==> src/rtl/param_conv_core_if.sv <==
// Column/coefficient/result handshake bundle between the bus slave and the convolution core.
interface param_conv_core_if #(
  parameter int K          = 3,
  parameter int DW         = 8,
  parameter int CW         = 8,
  parameter int RW         = 16,
  parameter int FIFO_DEPTH = 8
);
  logic                          coeff_wr;
  logic [$clog2(K*K)-1:0]        coeff_idx;
  logic signed [CW-1:0]          coeff_data;
  logic                          col_valid;
  logic                          col_ready;
  logic [K*DW-1:0]               col_data;
  logic                          new_row;
  logic                          sat_en;
  logic                          res_valid;
  logic                          res_ready;
  logic [RW-1:0]                 res_data;
  logic [$clog2(FIFO_DEPTH):0]   fifo_count;
  logic                          busy;

  modport master (
    output coeff_wr, coeff_idx, coeff_data, col_valid, col_data, new_row, sat_en, res_ready,
    input  col_ready, res_valid, res_data, fifo_count, busy
  );

  modport slave (
    input  coeff_wr, coeff_idx, coeff_data, col_valid, col_data, new_row, sat_en, res_ready,
    output col_ready, res_valid, res_data, fifo_count, busy
  );
endinterface

==> src/rtl/param_conv_core.sv <==
// Streaming K x K convolution: sliding column window, 3-stage multiply/sum/reduce pipeline,
// result FIFO; col_ready reserves FIFO space for every in-flight result so nothing is dropped.
module param_conv_core #(
  parameter int K          = 3,
  parameter int DW         = 8,
  parameter int CW         = 8,
  parameter int RW         = 16,
  parameter int FIFO_DEPTH = 8
) (
  input logic              clk,
  input logic              rst,
  param_conv_core_if.slave bus
);
  localparam int NC  = K * K;
  localparam int PW  = DW + CW;
  localparam int SW  = PW + $clog2(NC);
  localparam int AW  = $clog2(FIFO_DEPTH);
  localparam int CNW = $clog2(K + 1);
  localparam logic signed [SW-1:0] RMAX = {{(SW-RW+1){1'b0}}, {(RW-1){1'b1}}};
  localparam logic signed [SW-1:0] RMIN = {{(SW-RW+1){1'b1}}, {(RW-1){1'b0}}};

  logic [K*DW-1:0]      win_q   [K];
  logic signed [CW-1:0] coeff_q [NC];
  logic [CNW-1:0]       cnt_q, cnt_d;
  logic                 v0_q, v1_q, v2_q;
  logic                 s0_q, s1_q, s2_q;
  logic signed [PW-1:0] prod_q [NC];
  logic signed [PW-1:0] prod_d [NC];
  logic signed [SW-1:0] sum_q, sum_d;
  logic [RW-1:0]        red_d;
  logic [RW-1:0]        mem_q [FIFO_DEPTH];
  logic [AW-1:0]        wp_q, rp_q;
  logic [AW:0]          fcnt_q, fcnt_d;
  logic [AW+1:0]        occ;
  logic                 accept, fire, push, pop;

  // Occupancy counts results already queued plus every valid stage that will land in the FIFO.
  assign occ           = (AW+2)'(fcnt_q) + (AW+2)'(v0_q) + (AW+2)'(v1_q) + (AW+2)'(v2_q);
  assign bus.col_ready = !rst && (occ < (AW+2)'(FIFO_DEPTH));
  assign accept        = bus.col_valid && bus.col_ready;
  assign fire          = accept && (cnt_d == CNW'(K));
  assign push          = v2_q;
  assign pop           = bus.res_valid && bus.res_ready;

  assign bus.res_valid  = (fcnt_q != '0);
  assign bus.res_data   = mem_q[rp_q];
  assign bus.fifo_count = fcnt_q;
  assign bus.busy       = v0_q || v1_q || v2_q;

  always_comb begin
    cnt_d = cnt_q;
    if (bus.new_row)              cnt_d = CNW'(1);
    else if (cnt_q != CNW'(K))    cnt_d = cnt_q + CNW'(1);
  end

  always_comb begin
    prod_d = '{default: '0};
    for (int r = 0; r < K; r++) begin
      for (int c = 0; c < K; c++) begin
        prod_d[r*K+c] = PW'($signed(win_q[c][r*DW +: DW])) * PW'(coeff_q[r*K+c]);
      end
    end
  end

  always_comb begin
    sum_d = '0;
    for (int i = 0; i < NC; i++) sum_d = sum_d + SW'(prod_q[i]);
  end

  always_comb begin
    red_d = sum_q[RW-1:0];
    if (s2_q) begin
      if (sum_q > RMAX)      red_d = RMAX[RW-1:0];
      else if (sum_q < RMIN) red_d = RMIN[RW-1:0];
    end
  end

  always_comb begin
    fcnt_d = fcnt_q;
    case ({push, pop})
      2'b10:   fcnt_d = fcnt_q + (AW+1)'(1);
      2'b01:   fcnt_d = fcnt_q - (AW+1)'(1);
      default: fcnt_d = fcnt_q;
    endcase
  end

  always_ff @(posedge clk) begin
    if (rst) begin
      for (int c = 0; c < K; c++) win_q[c] <= '0;
      for (int i = 0; i < NC; i++) begin
        coeff_q[i] <= '0;
        prod_q[i]  <= '0;
      end
      for (int i = 0; i < FIFO_DEPTH; i++) mem_q[i] <= '0;
      cnt_q  <= '0;
      v0_q   <= 1'b0;
      v1_q   <= 1'b0;
      v2_q   <= 1'b0;
      s0_q   <= 1'b0;
      s1_q   <= 1'b0;
      s2_q   <= 1'b0;
      sum_q  <= '0;
      wp_q   <= '0;
      rp_q   <= '0;
      fcnt_q <= '0;
    end else begin
      if (accept) begin
        for (int c = 0; c < K-1; c++) win_q[c] <= win_q[c+1];
        win_q[K-1] <= bus.col_data;
        cnt_q      <= cnt_d;
      end
      if (bus.coeff_wr && (int'(bus.coeff_idx) < NC)) coeff_q[bus.coeff_idx] <= bus.coeff_data;
      v0_q   <= fire;
      s0_q   <= bus.sat_en;
      v1_q   <= v0_q;
      s1_q   <= s0_q;
      prod_q <= prod_d;
      v2_q   <= v1_q;
      s2_q   <= s1_q;
      sum_q  <= sum_d;
      if (push) begin
        mem_q[wp_q] <= red_d;
        wp_q        <= wp_q + AW'(1);
      end
      if (pop) rp_q <= rp_q + AW'(1);
      fcnt_q <= fcnt_d;
    end
  end
endmodule
==> src/flat_wrapper.sv <==
// flat-port wrapper written by rule: the top's interface ports become plain ports
module param_conv_core_flat 
#(
  parameter int K          = 3,
  parameter int DW         = 8,
  parameter int CW         = 8,
  parameter int RW         = 16,
  parameter int FIFO_DEPTH = 8
)
  (clk, rst, bus_coeff_wr, bus_coeff_idx, bus_coeff_data, bus_col_valid, bus_col_data, bus_new_row, bus_sat_en, bus_res_ready, bus_col_ready, bus_res_valid, bus_res_data, bus_fifo_count, bus_busy);
  param_conv_core_if #(.K(K), .DW(DW), .CW(CW), .RW(RW), .FIFO_DEPTH(FIFO_DEPTH)) bus_i ();
  input logic clk;
  input logic rst;
  input wire logic [$bits(bus_i.coeff_wr)-1:0] bus_coeff_wr;
  input wire logic [$bits(bus_i.coeff_idx)-1:0] bus_coeff_idx;
  input wire logic [$bits(bus_i.coeff_data)-1:0] bus_coeff_data;
  input wire logic [$bits(bus_i.col_valid)-1:0] bus_col_valid;
  input wire logic [$bits(bus_i.col_data)-1:0] bus_col_data;
  input wire logic [$bits(bus_i.new_row)-1:0] bus_new_row;
  input wire logic [$bits(bus_i.sat_en)-1:0] bus_sat_en;
  input wire logic [$bits(bus_i.res_ready)-1:0] bus_res_ready;
  output wire logic [$bits(bus_i.col_ready)-1:0] bus_col_ready;
  output wire logic [$bits(bus_i.res_valid)-1:0] bus_res_valid;
  output wire logic [$bits(bus_i.res_data)-1:0] bus_res_data;
  output wire logic [$bits(bus_i.fifo_count)-1:0] bus_fifo_count;
  output wire logic [$bits(bus_i.busy)-1:0] bus_busy;
  assign bus_i.coeff_wr = bus_coeff_wr;
  assign bus_i.coeff_idx = bus_coeff_idx;
  assign bus_i.coeff_data = bus_coeff_data;
  assign bus_i.col_valid = bus_col_valid;
  assign bus_i.col_data = bus_col_data;
  assign bus_i.new_row = bus_new_row;
  assign bus_i.sat_en = bus_sat_en;
  assign bus_i.res_ready = bus_res_ready;
  assign bus_col_ready = bus_i.col_ready;
  assign bus_res_valid = bus_i.res_valid;
  assign bus_res_data = bus_i.res_data;
  assign bus_fifo_count = bus_i.fifo_count;
  assign bus_busy = bus_i.busy;
  param_conv_core #(.K(K), .DW(DW), .CW(CW), .RW(RW), .FIFO_DEPTH(FIFO_DEPTH)) u_core (.clk(clk), .rst(rst), .bus(bus_i));
endmodule
==> config.mk <==
export PLATFORM = sky130hd
export DESIGN_NAME = param_conv_core_flat
export DESIGN_NICKNAME = d
export VERILOG_FILES = /design/src/rtl/param_conv_core_if.sv /design/src/rtl/param_conv_core.sv /design/src/flat_wrapper.sv
export SDC_FILE = /design/constraint.sdc
export NUM_CORES = 2
export LEC_CHECK = 0
export CORE_MARGIN = 5
export CORE_UTILIZATION = 55
export CTS_BUF_LIST = sky130_fd_sc_hd__clkbuf_16
export DETAILED_ROUTE_END_ITERATION = 7
export PLACE_DENSITY = 0.8
export SETUP_SLACK_MARGIN = 0.5
export SKIP_LAST_GASP = 1
export SLEW_MARGIN = 20
export SYNTH_ARGS = -nofsm -noshare
export SYNTH_HDL_FRONTEND = slang
export SYNTH_SLANG_ARGS = --single-unit
==> constraint.sdc <==
create_clock -name clk -period 5.6 [get_ports clk]
set_input_delay 1.68 -clock clk [delete_from_list [all_inputs] [get_ports clk]]
set_output_delay 1.68 -clock clk [all_outputs]
set_load 0.02 [all_outputs]
==> results.py <==
metrics = {
    "clocking": {
        "path_clk_slew_ns": 0.06,
        "clockBufferDepth": 3,
        "htreeDepth": 2,
        "root_buffer": "clkbuf_16",
        "clk-insertion-delay-late_ns": 0.60,
        "tritoncts": "yes",
        "cts_buffers": 50,
        "clkSinkCount": 457,
        "ctsHoldBuffers": 0,
    },
    "worst_setup_path": {
        "cpPeakStageDelay_ns": 0.63,
        "path_class": "reg2reg",
        "cp-start-kind": "flop",
        "worstReg2RegEnd": "u_core.sum_q[19]",
        "r2r_slack_ns": -0.56,
        "cp_max_fo": 3,
        "r2r_start": "u_core.prod_q[130]",
        "arrival_ns": 6.63,
        "crit_path_end_kind": "flop",
        "crit_slowest_cell": "fa_1",
        "cp.required_ns": 6.07,
        "rr_worst_depth": 22,
        "crit_chain": "fa_1 > inv_2 > fa_2 > nor2b_4 > o31ai_4 > a21oi_2 > a41oi_2 > nor2_1 > xor2_1 > fa_1 > inv_1 > fa_1 > fa_1 > fa_1 > inv_2 > ha_4 > and3_4 > a221o_1 > a221oi_4 > nand2_2 > a311oi_2 > mux2_1",
        "crit_top_cell": "fa_1",
    },
    "layout": {
        "syn_to_final_growth_pct": 11.12,
        "stdcell_area_mm2": 0.04634,
        "drive_above_1_share_pct": 8.405,
        "design.final.nets": 5071,
        "fillCellCount": 5916,
    },
    "sta": {
        "relSlewSlack_pct": 26.52,
        "tightest_slew_ns": 1.099,
        "timing.final.ws_setup_ns": -0.5579,
        "setup_viol": 10,
        "fin_crit_sh_pct": 110.0,
        "fmax_mhz": 162.4,
        "rsz0062_at_grt": "true",
        "report.final.hold_viol_count": 0,
        "post-route-min-period_ns": 6.158,
        "drv_slew": 0,
        "skew_ns": 0.02227,
    },
    "yosys": {
        "yosysSeqAreaShare_pct": 28.47,
        "synth-async-reset-ratio_pct": 0,
        "synth_area_leaders": "fa_1, edfxtp_1, ha_1",
        "synth_top_area_cell": "fa_1",
        "yosys.area_share.simple_pct": 16.28,
        "netlist_area_mm2": 0.04170,
        "avgSynthCellArea_um2": 10.52,
        "synth_edf_count": 272,
        "synth_top_family_by_area": "adder cells",
        "synth-warning-count": 0,
        "muxShareOfSynthArea_pct": 2.421,
        "synth_fa_ha_area_share_pct": 38.02,
        "synthCells": 3962,
        "synth-compound-area-share_pct": 4.390,
        "synth.distinct_cells": 60,
        "synth-seq-cells": 457,
        "dominantRegCellSynth": "edfxtp_1",
        "synth_top_cell_area_share_pct": 28.90,
        "syn-num-nets": 4911,
        "synth-xor-area-share_pct": 3.277,
    },
    "run_status": {
        "violations": "setup timing",
        "status": "finished with violations",
    },
    "placed_design": {
        "port_buffers": 65,
        "hpwlAfterDp_um": 71180,
        "placed_cell_area_mm2": 0.04411,
        "gp_congestion": 0.8978,
        "place_ws_ns": -0.7545,
    },
    "floorplanning": {
        "die_w_um": 285.4,
        "core_mm2": 0.07557,
        "num_rows": 101,
        "ios": 66,
        "die-area_mm2": 0.08142,
        "die_y_um": 285.4,
        "initial_core_util_pct": 55.18,
    },
    "grt": {
        "grt-ovfl-total": 0,
        "antenna_found_initial": 8,
        "grt_pass1_wl_um": 154400,
        "grt_start_max_net_pins": 75,
        "grt_usage_pct": 23.54,
        "grt_pass1_vias": 29620,
    },
    "min_path": {
        "hold_start": "u_core.s1_q",
        "holdPathEnd": "u_core.s2_q",
        "whs_path_depth": 1,
        "min_path_type": "reg2reg",
    },
    "flow_run": {
        "maxCapViolations": 0,
    },
    "routing": {
        "drtIter0Drc": 1960,
        "routed_wirelength_um": 94820,
        "drt-wirelength-per-cell_um": 18.42,
        "first_pass_iters": 7,
        "viasPerCell": 5.400,
        "drcViolationCount": 0,
        "num_vias": 27790,
        "antenna_left": 0,
    },
}
-- layer usage --
metal  GRT usage, %  up-vias  routed length (µm)
met3          3.533      170                5629
li1               -    12820                   -
met2          40.04      843               46150
met1          31.57    13960               39990
met5              0        -                  13
met4          7.063        2                3025
-- synth_stat cells, types with 2 or more instances --
master and count:
a21boi_0 6, o21ai_0 48, nor3b_1 3, o211ai_1 14, fa_1 602, a21oi_1 84
xor2_1 59, nor2b_1 75, buf_1 6, nand3_1 35, a21o_1 23, o21ba_2 5
o21a_1 25, a211o_1 2, clkbuf_1 58, mux2i_1 3, mux4_2 32, o31ai_1 4
o41a_1 4, o2111ai_1 11, and3_1 80, xnor2_1 97, a22o_1 2, o41ai_1 5
dfxtp_1 185, a41oi_1 4, nor2_1 315, mux2_2 22, and2_1 411, inv_1 725
buf_2 3, ha_1 304, nand4_1 2, nand2b_1 81, a211oi_1 10, or2_2 16
nor3_1 73, or3_1 5, o31a_1 2, a31oi_1 14, a311oi_1 3, nand2_1 213
and3b_1 3, edfxtp_1 272
-- cells in the final DEF, fill, tap and decap left out, types with 11 or more instances in the layout --
| cell | count |
|---|---|
| o21a_1 | 25 |
| nor2_1 | 312 |
| ha_1 | 293 |
| a31oi_1 | 13 |
| inv_1 | 722 |
| o2111ai_1 | 11 |
| clkbuf_16 | 53 |
| o21ai_0 | 42 |
| and3_1 | 78 |
| dfxtp_1 | 179 |
| clkinv_2 | 11 |
| a21o_1 | 23 |
| o211ai_1 | 14 |
| buf_4 | 99 |
| nand3_1 | 35 |
| nor3_1 | 68 |
| edfxtp_1 | 272 |
| buf_6 | 11 |
| clkdlybuf4s50_1 | 63 |
| and2_1 | 410 |
| fa_1 | 599 |
| or2_2 | 15 |
| xnor2_1 | 93 |
| mux4_2 | 32 |
| nand2_1 | 212 |
| mux2_2 | 21 |
| nor2b_1 | 74 |
| nand2b_1 | 81 |
| xor2_1 | 57 |
| a21oi_1 | 77 |
-- worst max path at each step --
stage / cells after the start / from / endpoint
after floorplan: 25 / u_core.prod_q[97] / u_core.sum_q[19]
after global placement: 23 / u_core.prod_q[97] / u_core.sum_q[19]
after detailed placement: 21 / u_core.prod_q[98] / u_core.sum_q[19]
after CTS: 21 / u_core.prod_q[105] / u_core.sum_q[19]
after global routing: 22 / u_core.prod_q[130] / u_core.sum_q[19]
final: 22 / u_core.prod_q[130] / u_core.sum_q[19]
-- flip-flops by register name, indices dropped and copies added, names as in the netlist, named ones only --
signal	flops
u_core.rp_q	3
u_core.win_q	72
u_core.cnt_q	2
u_core.sum_q	20
u_core.mem_q	128
u_core.wp_q	3
u_core.bus.fifo_count	4
u_core.s2_q	1
u_core.v0_q	1
u_core.s0_q	1
u_core.s1_q	1
u_core.prod_q	144
u_core.push	1
u_core.v1_q	1
u_core.coeff_q	72
-- layout make-up --
class / count / area, µm² / share of cell area, %
timing repair buffer: 175 / 1523 / 3.286
clock buffer: 53 / 1326 / 2.862
inverter: 725 / 2723 / 5.876
clock inverter: 41 / 356.6 / 0.7696
multi-input combinational: 2713 / 27290 / 58.90
tap: 978 / 1224 / 2.641
sequential: 457 / 11880 / 25.64
antenna: 5 / 12.51 / 0.02700
-- per-stage QoR --
| step | std cells | hold slack, ns | util [%] | setup TNS [ns] |
|---|---|---|---|---|
| floorplan | 3962 | 0.4138 | - | -0.5448 |
| global placement | 5031 | 0.4240 | 58.37 | -2.360 |
| detailed placement | 5031 | 0.4385 | 58.37 | -3.328 |
| CTS | 5133 | 0.4519 | 60.89 | -2.591 |
| global route | 5142 | 0.4670 | 61.30 | -5.991 |
| finish | 5147 | 0.4498 | 61.32 | -3.437 |
-- critical path, delay by kind of cell, from the launching register on --
kind,cells,cell delay (ns)
mux,1,0.35
simple gates,4,0.54
compound gates,6,1.33
flops,1,0.32
fa+ha+maj,7,3.12
buf+inv,3,0.20
xor+xnor,1,0.20
-- logic make-up after synthesis --
group,after synthesis
AND/OR/NAND/NOR,1316
adder cells (fa/ha/maj),906
buffers and inverters,792
flip-flops,457
AO/OA/AOI/OAI,277
XOR/XNOR,156
multiplexers,58
-- timing repair --
action                                 CTS  global route
setup endpoints to repair               14            16
endpoints found under the hold margin    0             0
resized for setup                       39            47
gates cloned                             0             0
pin swaps                               38            30
setup buffers                            8             9
Power is not shown: default switching activity piles up to over one toggle a cycle in this logic, so the estimate is an artifact.
